`config.mk`:
```
export PLATFORM = sky130hd
export DESIGN_NAME = alu_arbiter
export DESIGN_NICKNAME = d
export VERILOG_FILES = /design/src/rtl/alu_arbiter.sv
export SDC_FILE = /design/constraint.sdc
export NUM_CORES = 1
export LEC_CHECK = 0
export BUFFER_PORTS_ARGS = -buffer_cell sky130_fd_sc_hd__buf_2
export CAP_MARGIN = 20
export CORE_AREA = 5 5 65 110
export CTS_CLUSTER_DIAMETER = 50
export CTS_CLUSTER_SIZE = 12
export DETAILED_ROUTE_END_ITERATION = 7
export DIE_AREA = 0 0 70 115
export PLACE_DENSITY = 0.83
export SYNTH_ARGS = -nofsm -noshare
export SYNTH_HDL_FRONTEND = slang
export SYNTH_SLANG_ARGS = --single-unit
```
`constraint.sdc`:
```
create_clock -name clk -period 3.1 [get_ports clk]
set_input_delay 0.155 -clock clk [delete_from_list [all_inputs] [get_ports clk]]
set_output_delay 0.155 -clock clk [all_outputs]
set_load 0.005 [all_outputs]
```
`src/rtl/alu_arbiter.sv`:
```
// alu_arbiter: round-robin scheduler sharing one multi-cycle ALU among NUM_REQ requesters,
// with a watchdog that aborts an operation whose done never arrives.
module alu_arbiter #(
  parameter int NUM_REQ = 4,
  parameter int TIMEOUT = 64,
  localparam int IW = $clog2(NUM_REQ),
  localparam int CW = $clog2(TIMEOUT) + 1
) (
  input  logic                 clk,
  input  logic                 reset,
  input  logic [NUM_REQ-1:0]   req,
  input  logic [3*NUM_REQ-1:0] req_op,
  input  logic [8*NUM_REQ-1:0] req_a,
  input  logic [8*NUM_REQ-1:0] req_b,
  output logic [NUM_REQ-1:0]   resp_valid,
  output logic [15:0]          resp_result,
  output logic                 resp_err,
  output logic                 busy,
  output logic [IW-1:0]        grant_id,
  output logic                 alu_start,
  output logic [2:0]           alu_op,
  output logic [7:0]           alu_a,
  output logic [7:0]           alu_b,
  input  logic                 alu_done,
  input  logic [15:0]          alu_result
);
  typedef enum logic [1:0] {IDLE, ISSUE, WAIT, RESP} state_t;
  state_t state, state_nx;
  logic [IW-1:0] ptr, win;
  logic [CW-1:0] cnt;
  logic expired;
  // first asserted request at or above the pointer, wrapping around
  function automatic logic [IW-1:0] pick(input logic [NUM_REQ-1:0] r, input logic [IW-1:0] p);
    pick = p;
    for (int i = NUM_REQ - 1; i >= 0; i--)
      if (r[(int'(p) + i) % NUM_REQ]) pick = IW'((int'(p) + i) % NUM_REQ);
  endfunction
  assign win = pick(req, ptr);
  // the counter holds WAIT cycles already spent, so this is the last allowed one
  assign expired = cnt == CW'(TIMEOUT - 2);
  assign busy = state != IDLE;
  assign alu_start = state == ISSUE;
  assign resp_valid = state == RESP ? NUM_REQ'(1) << grant_id : '0;
  always_comb begin
    state_nx = state == IDLE  ? (|req ? ISSUE : IDLE) :
               state == ISSUE ? WAIT :
               state == WAIT  ? (alu_done || expired ? RESP : WAIT) : IDLE;
  end
  always_ff @(posedge clk or posedge reset) begin
    if (reset) state <= IDLE;
    else state <= state_nx;
  end
  always_ff @(posedge clk or posedge reset) begin
    if (reset) begin
      grant_id <= '0;
      ptr <= '0;
      cnt <= '0;
      alu_op <= '0;
      alu_a <= '0;
      alu_b <= '0;
      resp_result <= '0;
      resp_err <= 1'b0;
    end else begin
      case (state)
        IDLE: if (|req) begin
          grant_id <= win;
          alu_op <= req_op[3*int'(win) +: 3];
          alu_a <= req_a[8*int'(win) +: 8];
          alu_b <= req_b[8*int'(win) +: 8];
        end
        ISSUE: cnt <= '0;
        WAIT: if (alu_done) begin
          resp_result <= alu_result;
          resp_err <= 1'b0;
        end else if (expired) begin
          resp_result <= '0;
          resp_err <= 1'b1;
        end else cnt <= cnt + CW'(1);
        RESP: ptr <= grant_id == IW'(NUM_REQ - 1) ? '0 : grant_id + IW'(1);
      endcase
    end
  end
endmodule

```
Word level (Yosys, flattened, before mapping)
Index checks and enable logic that the tools add are counted.
{ "op_classes": {"eq_ne": 7, "n_div": 0, "add_sub_neg": 5, "mul": 1, "n_bitwise": 3, "reduce_logical": 12, "shifts": 4, "n_lt_le_gt_ge": 4, "mux": 29} }
{ "op_table": {"columns": ["op", "count"], "rows": [
  ["variable part select 32 x 6 -> 8 bit", 2],
  ["2-to-1 mux 16 bit", 2],
  ["2-to-1 mux 2 bit", 8],
  ["2-to-1 mux 7 bit", 2],
  ["case mux 7 bit (2 select lines)", 1],
  ["< comparator 3 x 4 -> 1 bit, second input constant", 3],
  ["variable part select 12 x 5 -> 3 bit", 1],
  ["2-to-1 mux 1 bit", 11],
  ["binary-select mux 1 bit (select 2 bit)", 4],
  ["adder 7 x 1 -> 7 bit, second input constant", 1],
  ["equality test 7 x 6 -> 1 bit, second input constant", 1],
  ["equality test 2 bit, second input constant", 3],
  ["nonzero test 2 bit", 3],
  ["OR reduction 2 bit", 3],
  ["adder 2 x 1 -> 2 bit, second input constant", 2],
  ["adder 2 bit, second input constant", 2],
  ["multiplier 2 x 2 -> 4 bit, first input constant", 1],
  ["2-to-1 mux 4 bit", 1],
  ["inequality test 2 bit, second input constant", 2],
  ["AND reduction 2 bit", 2],
  ["OR reduction 4 bit", 1],
  ["left shift 1 x 2 -> 4 bit, first input constant", 1],
  ["bitwise AND 1 bit, first input constant", 3],
  ["< comparator 2 x 3 -> 1 bit, second input constant", 1],
  ["4 further kinds", 4]
]} }
{ "totals": {"ff_bits": 49, "latch_bits": 0, "romBits": 0, "mem_count": 0, "inputBits": 99, "ramBits": 0} }

Depth between registers and ports, before layout
{ "logic_depth": {"depth_word": 12, "depth_mapped": 8, "mapped_depth_nobuf": 7} }

Least setup slack after synthesis
OpenSTA, ideal clock, no wires.
{ "synth_path": {"path_kind": "reg2reg", "startpoint": "register ptr[1]", "endpoint": "register alu_a[7]", "n_path_buf": 2, "path_stages_with_launch": 7, "setup_ns": 0.130, "t_arrival_ns": 1.542, "period_less_slack_ns": 1.672, "path_slack_ns": 1.428, "required_ns": 2.970, "cell_sequence": "dfrtp_1 > buf_6 > o32a_2 > clkbuf_1 > and4_1 > a211oi_2 > a211oi_2"} }
{ "synth_between": {"elab_chain_len": 9, "word_cells_on_any_way": 19, "cone_classes": "add/sub: 3; shift: 1; mux: 15"} }
{ "synth_lines": {"columns": ["element", "line_no", "rtl"], "rows": [
  ["start: declaration", "29", "logic [IW-1:0] ptr, win;"],
  ["start signal: assignment", "79", "RESP: ptr <= grant_id == IW'(NUM_REQ - 1) ? '0 : grant_id + IW'(1);"],
  ["adder 2 bit", "36", "if (r[(int'(p) + i) % NUM_REQ]) pick = IW'((int'(p) + i) % NUM_REQ);"],
  ["binary-select mux 1 bit (select 2 bit)", "36", null],
  ["2-to-1 mux 1 bit (not written as such) (2 in series)", "36", null],
  ["2-to-1 mux 2 bit (3 in series)", "36", null],
  ["2-to-1 mux 2 bit *", "36", null],
  ["variable part select 32 x 6 -> 8 bit *", "68", "alu_a <= req_a[8*int'(win) +: 8];"],
  ["end signal: assignment", "68", null],
  ["end: declaration", "22", "output logic [7:0] alu_a,"]
]} }
Mark *: on every way between the ends. The rest lies on a longest branch, timed or not. The select of a mux whose other input is x is not followed.
A chain may end at the register's enable or synchronous reset.

Worst setup path in the final report
{ "layout_path": {"startpoint": "register ptr[0]", "endpoint": "register alu_b[7]"} }
{ "layout_between": {"elab_chain_len": 9, "word_cells_on_any_way": 19, "cone_classes": "add/sub: 3; shift: 1; mux: 15"} }
{ "layout_lines": {"columns": ["element", "line_no", "rtl"], "rows": [
  ["adder 2 bit", "36", null],
  ["binary-select mux 1 bit (select 2 bit)", "36", null],
  ["2-to-1 mux 1 bit (not written as such) (2 in series)", "36", null],
  ["2-to-1 mux 2 bit (3 in series)", "36", null],
  ["2-to-1 mux 2 bit *", "36", null],
  ["variable part select 32 x 6 -> 8 bit *", "69", "alu_b <= req_b[8*int'(win) +: 8];"],
  ["end signal: assignment", "69", null],
  ["end: declaration", "23", "output logic [7:0] alu_b,"]
]} }
Marks and branches as above.

==> impl_metrics.env <==
export IMPL_critPathArrivalTime_ns=2.47
export IMPL_ys_async_sr_fraction=1.000
export IMPL_clockBufferDepth=2
export IMPL_synthTopCellsByArea="dfrtp_1, a211oi_2, mux2i_1, and4_1, a22o_1"
export IMPL_hold_viol=0
export IMPL_initial_utilization=0.4787
export IMPL_slowest_delay_ns=0.59
export IMPL_final_util=0.6186
export IMPL_holdWs_ns=0.05836
export IMPL_syn_avg_cell_area_um2=10.88
export IMPL_setup_viol=0
export IMPL_dp_hpwl_um=6609
export IMPL_ir_drop_mv=0.3813
export IMPL_numCtsBuffers=5
export IMPL_vias=2714
export IMPL_outcome="finished, final reports clean"
export IMPL_cp_cell_sequence="nor2b_1 > o21ai_4 > nand3_4 > a2111oi_2 > nor4_2"
export IMPL_instances_no_fill=488
export IMPL_wl_met3_um=876
export IMPL_required_ns=3.29
export IMPL_tns_ns=0
export IMPL_clock_sinks=49
export IMPL_antenna_cells=0
export IMPL_ios=143
export IMPL_max_freq_ghz=0.4386
export IMPL_crit_path_start_kind="flip-flop"
export IMPL_mostFrequentLayoutCell="buf_2"
export IMPL_cts_hold_buf=0
export IMPL_fillers=516
export IMPL_cp_max_fo=40
export IMPL_portBuffers=142
export IMPL_cts_tree="yes"
export IMPL_worst_pin_slew_ns=1.019
export IMPL_first_pass_iters=4
export IMPL_gp_congestion=0.8734
export IMPL_rows=38
export IMPL_wl_um=8428
export IMPL_drive_gt1_frac=0.4657
export IMPL_post_drt_wl_per_cell_um=17.27
export IMPL_synthFlopType="dfrtp_1"
export IMPL_endpoint_kind="flip-flop"
export IMPL_die_height_um=115
export IMPL_core_mm2=0.006181
export IMPL_ys_seq_area_frac=0.4144
export IMPL_maxSlewViolCount=0
export IMPL_drtAntennaViolNets=0
export IMPL_ctsResizeCount=0
export IMPL_drc=0
export IMPL_finClkSkew_ns=0.01262
export IMPL_drtIter0Drc=127
export IMPL_final_cell_mix="buf_2, dfrtp_1, nor2_1"
export IMPL_critical_path_slowest_cell="a2111oi_2"
export IMPL_min_period_ns=2.280
export IMPL_dieArea_mm2=0.008050
export IMPL_dp_cells=478
export IMPL_syn_area_mm2=0.002959
export IMPL_path_clk_slew_ns=0.10
export IMPL_routed_wl_met2_um=4412
export IMPL_placed_cell_area_mm2=0.003674
export IMPL_grt_max_degree=50
export IMPL_post_route_period_util=0.7355
export IMPL_path_class="flip-flop to flip-flop"
export IMPL_stdcell_area_mm2=0.003824
export IMPL_htree_num_levels=2
export IMPL_grt_usage=0.2151
export IMPL_ys_ff_latch=49
export IMPL_die_w_um=70
export IMPL_first_global_vias=2892
export IMPL_synth_top_cell_area_share=0.4144
export IMPL_cap_violations=0
export IMPL_clk_latency_ns=0.31
export IMPL_viasPerCell=5.561
export IMPL_powerDensity_mw_per_mm2=851.7
export IMPL_synth_warnings=0
export IMPL_grt_overflow_total=0
export IMPL_highest_layer="met5"
export IMPL_grt_pass1_wl_um=13810
export IMPL_max_slew_margin_rel=0.3208
export IMPL_synth_nets=381
export IMPL_cellLeakagePower_nw=1.891
export IMPL_antenna_found_initial=1
export IMPL_postCtsSetupRepairBufs=0
export IMPL_worstHoldPathType="primary input to flip-flop"
export IMPL_ys_types=50
export IMPL_synth_edf_count=0
export IMPL_areaGrowthSynthToFinish_pct=29.22
export IMPL_nNetsFinal=516
export IMPL_syn_inst=272
export IMPL_wl_met1_um=2987
export IMPL_rsz0062_at_grt="false"
export IMPL_synth_top_cell_by_area="dfrtp_1"
export IMPL_cts_root_buf="clkbuf_8"
-- cells by family after synthesis --
group                    count (synthesis)  share of synthesized area
AND/OR/NAND/NOR                         85                     0.1801
AO/OA/AOI/OAI                           81                     0.2444
flip-flops                              49                     0.4144
buffers and inverters                   27                    0.05032
multiplexers                            20                    0.06850
adder cells (fa/ha/maj)                 10                    0.04228
-- path summary, 6_finish.rpt --
path / endpoint / startpoint / slack (ns) / cells past startpoint
max: alu_b[7]$_DFFE_PP0P_ / ptr[0]$_DFFE_PP0P_ / 0.82 / 5
min: resp_result[1]$_DFFE_PP0P_ / alu_result[1] / 0.06 / 2
max reg2reg: alu_b[7]$_DFFE_PP0P_ / ptr[0]$_DFFE_PP0P_ / 0.82 / 5
min reg2reg: resp_err$_DFFE_PP0P_ / resp_err$_DFFE_PP0P_ / 0.50 / 2
max in group asynchronous: cnt[1]$_DFFE_PP0P_ / reset / 2.27 / 4
min in group asynchronous: resp_result[1]$_DFFE_PP0P_ / reset / 0.33 / 3
-- sequential cells by signal (all words and copies together) (netlist names) --
register     count
state            2
resp_err         1
ptr              2
alu_a            8
grant_id         2
alu_b            8
cnt              7
alu_op           3
resp_result     16
-- area by class of cell --
cell class / count / area (µm²) / share of cell area
Timing Repair Buffer: 146 / 755.7 / 0.1976
Multi-Input combinational cell: 196 / 1588 / 0.4152
Tap cell: 80 / 100.1 / 0.02618
Clock inverter: 2 / 37.54 / 0.009817
Sequential cell: 49 / 1226 / 0.3207
Clock buffer: 6 / 82.58 / 0.02160
Inverter: 9 / 33.78 / 0.008835
-- cells in the mapped netlist (all sizes together) (2+ instances only) --
cell	count
inv	9
nand2	9
o21a	2
nor2b	3
o21ai	15
o31ai	2
a21o	2
nor4	5
nor3	2
ha	10
and2	5
and4	19
nand3	5
clkbuf	9
a22o	16
or4	3
nand2b	3
a211oi	36
mux2i	18
nor2	25
dfrtp	49
buf	9
mux2	2
-- power breakdown --
part,switching (mW),internal [mW]
sequential,0.184,0.918
clock,0.220,0.262
combinational,0.922,0.749
total,1.33,1.93
-- critical path: cells and delay by family (launching register included) --
kind / cells / cell delay, ns
and+or+nand+nor: 3 / 0.78
AOI/OAI and AO/OA: 2 / 0.98
DFF: 1 / 0.40
-- stage by stage --
step	worst slack, ns	total power, mW
finish	0.8200	3.256
global route	0.6414	3.520
floorplan	1.428	2.274
CTS	0.8264	3.279
global placement	0.9357	2.736
detailed placement	0.8390	2.793
-- per-layer routing --
metal	vias up	GRT usage
li1	1304	-
met1	1245	0.2399
met2	144	0.3860
met3	19	0.07349
met4	2	0.06394
met5	-	0
Note: power is estimated with default switching activity, not from simulation.
